**config.mk**
```make
export PLATFORM = sky130hd
export DESIGN_NAME = seg7_scan_ctrl
export DESIGN_NICKNAME = d
export VERILOG_FILES = /design/src/rtl/seg7_scan_ctrl.sv
export SDC_FILE = /design/constraint.sdc
export NUM_CORES = 1
export LEC_CHECK = 0
export ABC_AREA = 1
export ABC_CLOCK_PERIOD_IN_PS = 3280
export BUFFER_PORTS_ARGS = -buffer_cell sky130_fd_sc_hd__buf_2
export CORE_ASPECT_RATIO = 0.7
export CORE_MARGIN = 8
export CORE_UTILIZATION = 61
export CTS_BUF_LIST = sky130_fd_sc_hd__clkbuf_16
export DETAILED_ROUTE_END_ITERATION = 10
export GPL_TIMING_DRIVEN = 0
export PLACE_DENSITY_LB_ADDON = 0.08
export SETUP_SLACK_MARGIN = 0.1
export SLEW_MARGIN = 20
export SYNTH_ARGS = -nofsm -noshare
export SYNTH_HDL_FRONTEND = slang
export SYNTH_SLANG_ARGS = --single-unit
```
**constraint.sdc**
```tcl
create_clock -name Mclk -period 3.28 [get_ports Mclk]
set_input_delay 0.164 -clock Mclk [delete_from_list [all_inputs] [get_ports Mclk]]
set_output_delay 0.164 -clock Mclk [all_outputs]
set_load 0.1 [all_outputs]
```
**src/rtl/seg7_scan_ctrl.sv**
```systemverilog
// rtl/seg7_scan_ctrl.sv - four-digit multiplexed 7-segment scan controller
//
// Captures host digit writes (I/O offsets 0x0E/0x0F) into a 4-entry buffer and
// time-multiplexes the entries onto shared active-low segment lines. Each digit
// slot begins with a short all-off gap so a segment pattern never bleeds into
// the neighbouring digit.
//
// Ports:
//   Mclk      in   system clock, rising edge
//   Reset     in   asynchronous active-high reset
//   DispEn    in   1 = scan, 0 = dark (counters held at zero, writes still taken)
//   SegWrStb  in   one-cycle host write strobe
//   x7SegSel  in   [1:0] digit, [2] out-of-range (write dropped), [3] raw, [4] blink
//   x7SegVal  in   hex nibble + dp, or raw g..a + dp
//   SegOutN   out  active-low segments, [6:0] = g..a, [7] = dp
//   DigEnN    out  active-low digit enables, one-hot or all ones
//   FrameTick out  one-cycle pulse after the last cycle of the digit-3 slot

module seg7_scan_ctrl #(
    parameter int SCAN_DIV  = 1024,
    parameter int BLANK_CYC = 4,
    parameter int BLINK_DIV = 256
) (
    input  logic       Mclk,
    input  logic       Reset,
    input  logic       DispEn,
    input  logic       SegWrStb,
    input  logic [4:0] x7SegSel,
    input  logic [7:0] x7SegVal,
    output logic [7:0] SegOutN,
    output logic [3:0] DigEnN,
    output logic       FrameTick
);

    localparam logic [15:0] CNT_LAST   = 16'(SCAN_DIV - 1);
    localparam logic [15:0] BLANK_END  = 16'(BLANK_CYC);
    localparam logic [15:0] FRAME_LAST = 16'(BLINK_DIV - 1);

    // Digit buffer
    logic [7:0] r_val [4];
    logic [3:0] r_raw;
    logic [3:0] r_blink;

    // Scan state
    logic [15:0] r_cnt;
    logic [1:0]  r_dig;
    logic [15:0] r_frame;
    logic        r_blink_ph;

    // Registered outputs
    logic [7:0] r_seg_n;
    logic [3:0] r_dig_n;
    logic       r_tick;

    logic       w_slot_end;
    logic       w_frame_end;
    logic       w_drive;
    logic [7:0] w_cur_val;
    logic [7:0] w_seg_on;
    logic       w_blanked;

    function automatic logic [6:0] hex7(input logic [3:0] n);
        logic [6:0] s;
        case (n)
            4'h0: s = 7'h3F;
            4'h1: s = 7'h06;
            4'h2: s = 7'h5B;
            4'h3: s = 7'h4F;
            4'h4: s = 7'h66;
            4'h5: s = 7'h6D;
            4'h6: s = 7'h7D;
            4'h7: s = 7'h07;
            4'h8: s = 7'h7F;
            4'h9: s = 7'h6F;
            4'hA: s = 7'h77;
            4'hB: s = 7'h7C;
            4'hC: s = 7'h39;
            4'hD: s = 7'h5E;
            4'hE: s = 7'h79;
            default: s = 7'h71;
        endcase
        return s;
    endfunction

    assign w_slot_end  = (r_cnt == CNT_LAST);
    assign w_frame_end = w_slot_end && (r_dig == 2'd3);
    assign w_drive     = (r_cnt >= BLANK_END);
    assign w_cur_val   = r_val[r_dig];
    assign w_seg_on    = r_raw[r_dig] ? w_cur_val : {w_cur_val[7], hex7(w_cur_val[3:0])};
    // A blinking digit keeps its enable during the off phase; only segments go dark.
    assign w_blanked   = r_blink[r_dig] && r_blink_ph;

    // Host writes land regardless of DispEn; index 4..7 is silently dropped.
    always_ff @(posedge Mclk or posedge Reset) begin
        if (Reset) begin
            for (int i = 0; i < 4; i++) begin
                r_val[i] <= 8'h00;
            end
            r_raw   <= 4'h0;
            r_blink <= 4'h0;
        end else if (SegWrStb && !x7SegSel[2]) begin
            r_val[x7SegSel[1:0]]   <= x7SegVal;
            r_raw[x7SegSel[1:0]]   <= x7SegSel[3];
            r_blink[x7SegSel[1:0]] <= x7SegSel[4];
        end
    end

    // Slot / digit / frame / blink-phase counters; held at zero while dark so
    // re-enable always restarts at digit 0 in its blank gap.
    always_ff @(posedge Mclk or posedge Reset) begin
        if (Reset) begin
            r_cnt      <= 16'd0;
            r_dig      <= 2'd0;
            r_frame    <= 16'd0;
            r_blink_ph <= 1'b0;
        end else if (!DispEn) begin
            r_cnt      <= 16'd0;
            r_dig      <= 2'd0;
            r_frame    <= 16'd0;
            r_blink_ph <= 1'b0;
        end else begin
            if (w_slot_end) begin
                r_cnt <= 16'd0;
                r_dig <= r_dig + 2'd1;
            end else begin
                r_cnt <= r_cnt + 16'd1;
            end
            if (w_frame_end) begin
                if (r_frame == FRAME_LAST) begin
                    r_frame    <= 16'd0;
                    r_blink_ph <= ~r_blink_ph;
                end else begin
                    r_frame <= r_frame + 16'd1;
                end
            end
        end
    end

    // Outputs are computed from the pre-edge scan state, so a buffer write in
    // the middle of a drive phase shows up one cycle later with no gap.
    always_ff @(posedge Mclk or posedge Reset) begin
        if (Reset) begin
            r_dig_n <= 4'hF;
            r_seg_n <= 8'hFF;
            r_tick  <= 1'b0;
        end else begin
            r_tick <= DispEn && w_frame_end;
            if (!DispEn || !w_drive) begin
                r_dig_n <= 4'hF;
                r_seg_n <= 8'hFF;
            end else begin
                r_dig_n <= ~(4'b0001 << r_dig);
                r_seg_n <= w_blanked ? 8'hFF : ~w_seg_on;
            end
        end
    end

    assign SegOutN   = r_seg_n;
    assign DigEnN    = r_dig_n;
    assign FrameTick = r_tick;

endmodule
```
==> metrics.md, run 1 <==
| Metric | Value |
|---|---|
| Synth unique cells | 31 |
| Core area | between 7000 and 8000 um^2 |
| Number of endpoints failing setup at the final stage | 0 |
| Slack of the worst reg-to-reg path | roughly 1.1 ns |
| Final Skew | 0.00569 ns |
| Yosys warning total | 0 |
| Die span in x | 121 um |
| Upper clock frequency limit | 0.456 GHz |
| Multiplexer area fraction after synthesis | 0 |
| Post-synthesis xor/xnor area fraction | 0.0169 |
| Total of cells resized after clock tree synthesis | 0 |
| Die boundary height | approximately 89 um |
| Synthesized instance count | between 600 and 700 |
| Path category of the worst min-delay check | in -> reg |
| Post-route minimum period | 2.19 ns |
| Period utilization | 0.668 |
| Layout Utilization | 0.716 |
| Clock Tree Buf Depth | 2 |
| Clock latency of the later-clocked register in the worst-skew pair | between 0.3 and 0.4 ns |
| Fraction of layout instances using a drive strength above 1 | 0.134 |
| Antenna violations before repair | 0 |
| Number of detailed-routing iterations run before antenna repair | 5 |
| Hold-critical path depth | 3 |
| Via density per instance | 5.52 |
| Maximum number of pins on one net before global-route repair | 60 |
| Sink Count | 88 |
| Compound-gate portion of the synthesized area | 0.0847 |
| Total negative slack for setup checks | 0 ns |
| Global-route wire length before repair | 18.7 mm |
| Floorplan die area | between 10,000 and 15,000 um^2 |
| Final Hold Violating Endpoints | 0 |
| Crit. End Element | register |
| Antenna fix cells | 0 |
| Synthesized-area fraction occupied by and/or/nand/nor cells | 0.322 |
| Endpoint arrival time on the critical path | 2.46 ns |
| Remaining number of nets flagged by the antenna check after routing | 0 |
| RSZ-0062 raised after global routing | false |
| Number of global-route vias before repair | slightly below 4,000 |
| # IOs | 30 |
| Fraction of the yosys area taken by sequential cells | 0.475 |
| H-tree depth | 3 |
| Number of port buffers | 29 |
| Total number of vias | between 4,000 and 5,000 |
| # DRC | 0 |
| P_leak | 2.53 nW |
| Leading cell type in the layout, fill and taps excluded | sky130_fd_sc_hd__nand2_1 |
| Number of max-cap violations | 0 |
| Final std cells w/o fill | 757 |
| Placer's final routability congestion estimate | 0.855 |
| Starting density of the core | 0.635 |
| Commonest non-fill, non-tap cells in the layout | sky130_fd_sc_hd__nand2_1 (195), sky130_fd_sc_hd__dfrtp_1 (76), sky130_fd_sc_hd__nand3_1 (67), sky130_fd_sc_hd__nor2_1 (63), sky130_fd_sc_hd__inv_1 (52) |
| Half-perimeter wire length of the detailed placement result | 7.86 mm |
| Count of buffers added by post-CTS timing repair for setup | 0 |
| Standard cell area after detailed placement | 4960 um^2 |
| Grt ovf | 0 |
| Syn_area_per_cell | ~7.6 um^2 |
| Total non-filler cell area in the finished layout | 5260 um^2 |
| Routed length per instance | ~15 um |
| TritonCTS clock tree | built |
| Hold_sp | x7SegVal[0] |
| Number of cells in the design after placement | 740 |
| Clk slew on worst S/H paths | 0.07 ns |
| Crit Path Category | reg -> reg |
| Slew at the pin closest to its max-slew limit | 0.602 ns |
| Total power of the final layout | between 0.002 and 0.003 W |
| Post-synthesis net count | about 640 |
| Aggregate routed wire length | approximately 11 mm |
| Initial drt markers | 391 |
| Flip-flop and latch count after synthesis | 88 |
| CTS Hold Buffers Added | 1 |
| Cell at the root of the clock tree | sky130_fd_sc_hd__clkbuf_16 |
| Total GRT Usage | 0.219 |
| Required time at the endpoint of the critical path | 3.55 ns |
| Synthesis-to-layout area growth | 12.8% |
| Hold Path Sink | r_val[0] |
| Pwr Density | 533 nW/um^2 |
| Maximum fanout along the worst path | 11 |
| Cell count of the worst reg-to-reg path | 11 |
| Worst max-slew margin expressed relative to the limit | 0.599 |
| Maximum vdd drop | about 0.43 mV |
| Total CTS buffers | 9 |
| Net count reported at finish | 684 |
| End of the worst register-to-register path | SegOutN[0] |
| Startpoint types | register |
| Status | complete, no violations |
| Fraction of the mapped netlist area in adder cells | 0.0349 |
| Reg2reg start | r_dig[1] |
| Final-report max-slew violation count | 0 |
| Largest family of logic cells by synthesized area | simple AND/OR/NAND/NOR gates |
| Rows | 26 |
| Cell area after synthesis | 4670 um^2 |
power by group:
part	total [W]	internal (W)	switching, W
registers	0.00125	0.00119	0.0000609
logic	0.000555	0.000175	0.000379
clock network	0.000998	0.000531	0.000467
synthesized netlist by cell type:
cell type / count / share of area
sky130_fd_sc_hd__nand3_2: 2 / 0.0043
sky130_fd_sc_hd__xor2_1: 8 / 0.015
sky130_fd_sc_hd__dfrtp_1: 76 / 0.41
sky130_fd_sc_hd__or2_2: 3 / 0.0040
sky130_fd_sc_hd__o21a_1: 1 / 0.0016
sky130_fd_sc_hd__nand3b_1: 2 / 0.0032
sky130_fd_sc_hd__inv_4: 1 / 0.0013
sky130_fd_sc_hd__dfstp_2: 12 / 0.068
sky130_fd_sc_hd__o21bai_1: 2 / 0.0032
sky130_fd_sc_hd__o21ai_2: 5 / 0.0094
sky130_fd_sc_hd__inv_1: 53 / 0.043
sky130_fd_sc_hd__o21ai_1: 4 / 0.0043
sky130_fd_sc_hd__clkbuf_1: 9 / 0.0072
sky130_fd_sc_hd__nand2_4: 1 / 0.0024
sky130_fd_sc_hd__nor2_1: 63 / 0.051
sky130_fd_sc_hd__nor2_4: 1 / 0.0024
sky130_fd_sc_hd__nand2_2: 5 / 0.0067
sky130_fd_sc_hd__nand3_1: 67 / 0.072
sky130_fd_sc_hd__buf_4: 2 / 0.0032
sky130_fd_sc_hd__xnor2_1: 1 / 0.0019
sky130_fd_sc_hd__ha_1: 13 / 0.035
sky130_fd_sc_hd__a21oi_1: 12 / 0.013
sky130_fd_sc_hd__inv_2: 2 / 0.0016
sky130_fd_sc_hd__o21ai_0: 47 / 0.050
sky130_fd_sc_hd__nand4_1: 10 / 0.013
sky130_fd_sc_hd__buf_2: 5 / 0.0054
sky130_fd_sc_hd__nor3_1: 6 / 0.0064
sky130_fd_sc_hd__nand2_1: 195 / 0.16
sky130_fd_sc_hd__a211oi_1: 1 / 0.0016
sky130_fd_sc_hd__o22ai_1: 1 / 0.0013
sky130_fd_sc_hd__buf_6: 2 / 0.0048
flip-flops by register name, indices dropped and copies added (netlist names), 2 cells and up:
register / cells
r_frame: 16
r_raw: 4
r_val: 32
r_blink: 4
r_dig: 2
DigEnN: 4
SegOutN: 8
r_cnt: 16
through the flow:
step                hold slack, ns  setup slack, ns
global placement             0.461           -0.111
floorplan                    0.350            0.857
CTS                          0.118             1.16
finish                       0.123             1.09
detailed placement           0.193             1.18
global route                 0.143            0.992
critical path, cell delays in order, from the launching register on:
cell                       delay, ns
sky130_fd_sc_hd__dfrtp_1        0.42
sky130_fd_sc_hd__inv_1          0.12
sky130_fd_sc_hd__buf_2          0.28
sky130_fd_sc_hd__nand3_1        0.11
sky130_fd_sc_hd__nand2_1        0.30
sky130_fd_sc_hd__inv_1          0.15
sky130_fd_sc_hd__ha_1           0.26
sky130_fd_sc_hd__nand3b_1       0.21
sky130_fd_sc_hd__nand3_1        0.11
sky130_fd_sc_hd__nand2_1        0.05
sky130_fd_sc_hd__nand2_1        0.05
sky130_fd_sc_hd__nand2_1        0.06
how the worst max path moves through the flow:
stage,startpoint,cells past startpoint,endpoint
3_3_place_gp,Reset,2,r_cnt[11]
4_1_cts,r_dig[1],11,SegOutN[0]
2_1_floorplan,Reset,1,FrameTick
3_5_place_dp,r_dig[1],11,SegOutN[0]
5_1_grt,r_dig[1],11,SegOutN[0]
6_report,r_dig[1],11,SegOutN[0]
kinds of logic after synthesis:
| group | after synthesis |
|---|---|
| adder cells (fa/ha/maj) | 13 |
| XOR/XNOR | 9 |
| AO/OA/AOI/OAI | 73 |
| AND/OR/NAND/NOR | 355 |
| flip-flops | 88 |
| buffers and inverters | 74 |
layout make-up:
cell class / count / area (um^2)
plain buffers: 18 / 96.3
clock buffers: 9 / 225
clock inverters: 7 / 63.8
fillers: 617 / 2090
inverters: 56 / 215
multi-input cells: 450 / 2140
flip-flops and latches: 88 / 2220
well taps: 98 / 123
repair buffers: 31 / 183
per-layer routing:
layer	up-vias	track usage	wire length [um]
met5	-	0	0
met2	141	0.345	5090
met4	0	0.0564	75
met3	9	0.0536	846
met1	1990	0.297	5370
li1	2039	-	-
(Power assumes the default switching activity.)
==> run 2, diff against run 1 <==
--- a/config.mk
+++ b/config.mk
@@ -6,11 +6,11 @@
 export NUM_CORES = 1
 export LEC_CHECK = 0
 export ABC_AREA = 1
-export ABC_CLOCK_PERIOD_IN_PS = 3280
+export ABC_CLOCK_PERIOD_IN_PS = 2000
 export BUFFER_PORTS_ARGS = -buffer_cell sky130_fd_sc_hd__buf_2
 export CORE_ASPECT_RATIO = 0.7
 export CORE_MARGIN = 8
-export CORE_UTILIZATION = 61
+export CORE_UTILIZATION = 55
 export CTS_BUF_LIST = sky130_fd_sc_hd__clkbuf_16
 export DETAILED_ROUTE_END_ITERATION = 10
 export GPL_TIMING_DRIVEN = 0
==> constraint.sdc (replaced) <==
create_clock -name Mclk -period 2 [get_ports Mclk]
set_input_delay 0.1 -clock Mclk [delete_from_list [all_inputs] [get_ports Mclk]]
set_output_delay 0.1 -clock Mclk [all_outputs]
set_load 0.1 [all_outputs]
==> metrics.md, run 2 (synthesis gave the netlist of run 1 again) <==
| Metric | Value |
|---|---|
| Number of port buffers | 29 |
| Remaining number of nets flagged by the antenna check after routing | 0 |
| Status | complete, no violations |
| Grt ovf | 0 |
| Die span in x | 126 um |
| Leading cell type in the layout, fill and taps excluded | sky130_fd_sc_hd__nand2_1 |
| Total negative slack for setup checks | 0 ns |
| Maximum number of pins on one net before global-route repair | 35 |
| RSZ-0062 raised after global routing | false |
| Final-report max-slew violation count | 0 |
| Slew at the pin closest to its max-slew limit | 0.578 ns |
| Post-route minimum period | roughly 1.8 ns |
| Net count reported at finish | ~690 |
| Final Skew | 0.00705 ns |
| Endpoint arrival time on the critical path | between 2 and 2.5 ns |
| Setup WS post-layout | 0.221 ns |
| End of the worst register-to-register path | SegOutN[0] |
| Clk slew on worst S/H paths | roughly 0.060 ns |
| Clock Tree Buf Depth | 2 |
| # DRC | 0 |
| Global-route wire length before repair | 18.9 mm |
| Layout filler cell count | around 730 |
| Number of endpoints failing setup at the final stage | 0 |
| Core area | between 8000 and 9000 um^2 |
| Total number of vias | 4,123 |
| Die boundary height | 93.1 um |
| Slowest Stage Delay on Critical Path | between 0.4 and 0.5 ns |
| # IOs | 30 |
| Floorplan die area | 11,700 um^2 |
| Initial drt markers | 404 |
| Crit Path Category | reg -> reg |
| Number of global-route vias before repair | 3,776 |
| Cell count of the worst reg-to-reg path | 12 |
| Starting density of the core | 0.560 |
| Hold Path Sink | r_val[27] |
| Number of max-cap violations | 0 |
| Fraction of layout instances using a drive strength above 1 | 0.151 |
| P_leak | between 2 and 3 nW |
| Total non-filler cell area in the finished layout | 5360 um^2 |
| Worst max-slew margin expressed relative to the limit | 0.615 |
| Antenna fix cells | 0 |
| Standard cell area after detailed placement | 4990 um^2 |
| Hold-critical path depth | 3 |
| H-tree depth | 3 |
| Regs by FF count | r_val: 32 flops, r_cnt: 16 flops, r_frame: 16 flops |
| Final Hold Violating Endpoints | 0 |
| Max stage delay cell, worst path | sky130_fd_sc_hd__dfrtp_1 |
| Register with the highest flop count | r_val |
| Reg2reg start | r_dig[0] |
| Crit path cell chain | inv_2 -> buf_6 -> nand2_1 -> nand3_1 -> nand2_4 -> inv_1 -> ha_4 -> nand3b_1 -> nand3_1 -> nand2_1 -> nand2_1 -> nand2_1 |
| Max reg flops | 32 |
| Via density per instance | 5.36 |
| Period utilization | 0.890 |
| Slack of the worst reg-to-reg path | 0.22 ns |
| Upper clock frequency limit | 0.562 GHz |
| Pwr Density | 871 nW/um^2 |
| Maximum fanout along the worst path | 10 |
| Cell at the root of the clock tree | sky130_fd_sc_hd__clkbuf_16 |
| TritonCTS clock tree | built |
| Most Frequent Cell on Critical Path | sky130_fd_sc_hd__nand2_1 |
| Total power of the final layout | approximately 0.0047 W |
| Path category of the worst min-delay check | in -> reg |
| Required time at the endpoint of the critical path | 2.27 ns |
| Clock latency of the later-clocked register in the worst-skew pair | 0.35 ns |
| Rows | 28 |
| Crit. End Element | register |
| Total GRT Usage | 0.202 |
| Commonest non-fill, non-tap cells in the layout | sky130_fd_sc_hd__nand2_1 (193), sky130_fd_sc_hd__dfrtp_1 (75), sky130_fd_sc_hd__nand3_1 (67), sky130_fd_sc_hd__nor2_1 (62), sky130_fd_sc_hd__inv_1 (50) |
| Synthesis-to-layout area growth | 14.8% |
| Dpl ws | -0.0895 ns |
| Routed length per instance | roughly 15 um |
| Final-layout worst hold slack | 0.0608 ns |
| Number of detailed-routing iterations run before antenna repair | 6 |
| Sink Count | 88 |
| Placer's final routability congestion estimate | approximately 0.85 |
| Aggregate routed wire length | ~11 mm |
| Half-perimeter wire length of the detailed placement result | roughly 7.8 mm |
| Total CTS buffers | 9 |
| Startpoint types | register |
| Antenna violations before repair | 0 |
| Hold_sp | x7SegVal[3] |
| Maximum vdd drop | 0.536 mV |
[run 2: what timing repair did]
item                       4_1_cts  5_1_grt
pin swaps                        0        1
hold buffers                     1        0
hold endpoints to repair        19        0
setup buffers                    1        3
setup endpoints to repair        6        8
resized for setup                5       12
[run 2: final cells by class]
cell class                 instances  area [um^2]  area share
sequential                        88         2220       0.414
multi-input combinational        450         2170       0.405
clock buffer                       9          225      0.0420
timing repair buffer              36          225      0.0420
inverter                          56          216      0.0404
tap                              105          131      0.0245
buffer                            18          111      0.0208
clock inverter                     7         62.6      0.0117
[run 2: critical path, delay by kind of cell (launching register included)]
family	cells	cell delay, ns
and+or+nand+nor	8	0.76
DFF	1	0.41
buffers and inverters	3	0.34
adders and majority gates	1	0.18
[run 2: metrics by stage]
step                      utilization  instances
final                           0.643        769
after global placement          0.593        746
after CTS                       0.637        766
after detailed placement        0.598        748
after global routing            0.643        769
after floorplan                     -        612
[run 2: layer usage]
metal	wire [um]	track usage	vias to the layer above	share of wire
li1	-	-	2057	-
met1	5580	0.303	1926	0.50
met2	4790	0.288	133	0.43
met3	772	0.0506	7	0.069
met4	86	0.0389	0	0.0077
met5	0	0	-	0
[run 2: worst max-delay path by stage]
stage | start | end | slack (ns) | cells after the start
global route | r_dig[0] | SegOutN[0] | 0.09 | 12
CTS | r_dig[1] | SegOutN[0] | 0.12 | 10
global placement | r_dig[1] | SegOutN[0] | -0.06 | 11
finish | r_dig[0] | SegOutN[0] | 0.22 | 12
detailed placement | r_dig[1] | SegOutN[0] | -0.09 | 11
floorplan | r_dig[0] | SegOutN[0] | 0.33 | 12
[run 2: report_power, final]
part	internal [W]	switching, W	total, W
Combinational	0.000329	0.000631	0.000960
Clock	0.000956	0.000694	0.00165
Sequential	0.00196	0.0000987	0.00206
Total	0.00324	0.00142	0.00467
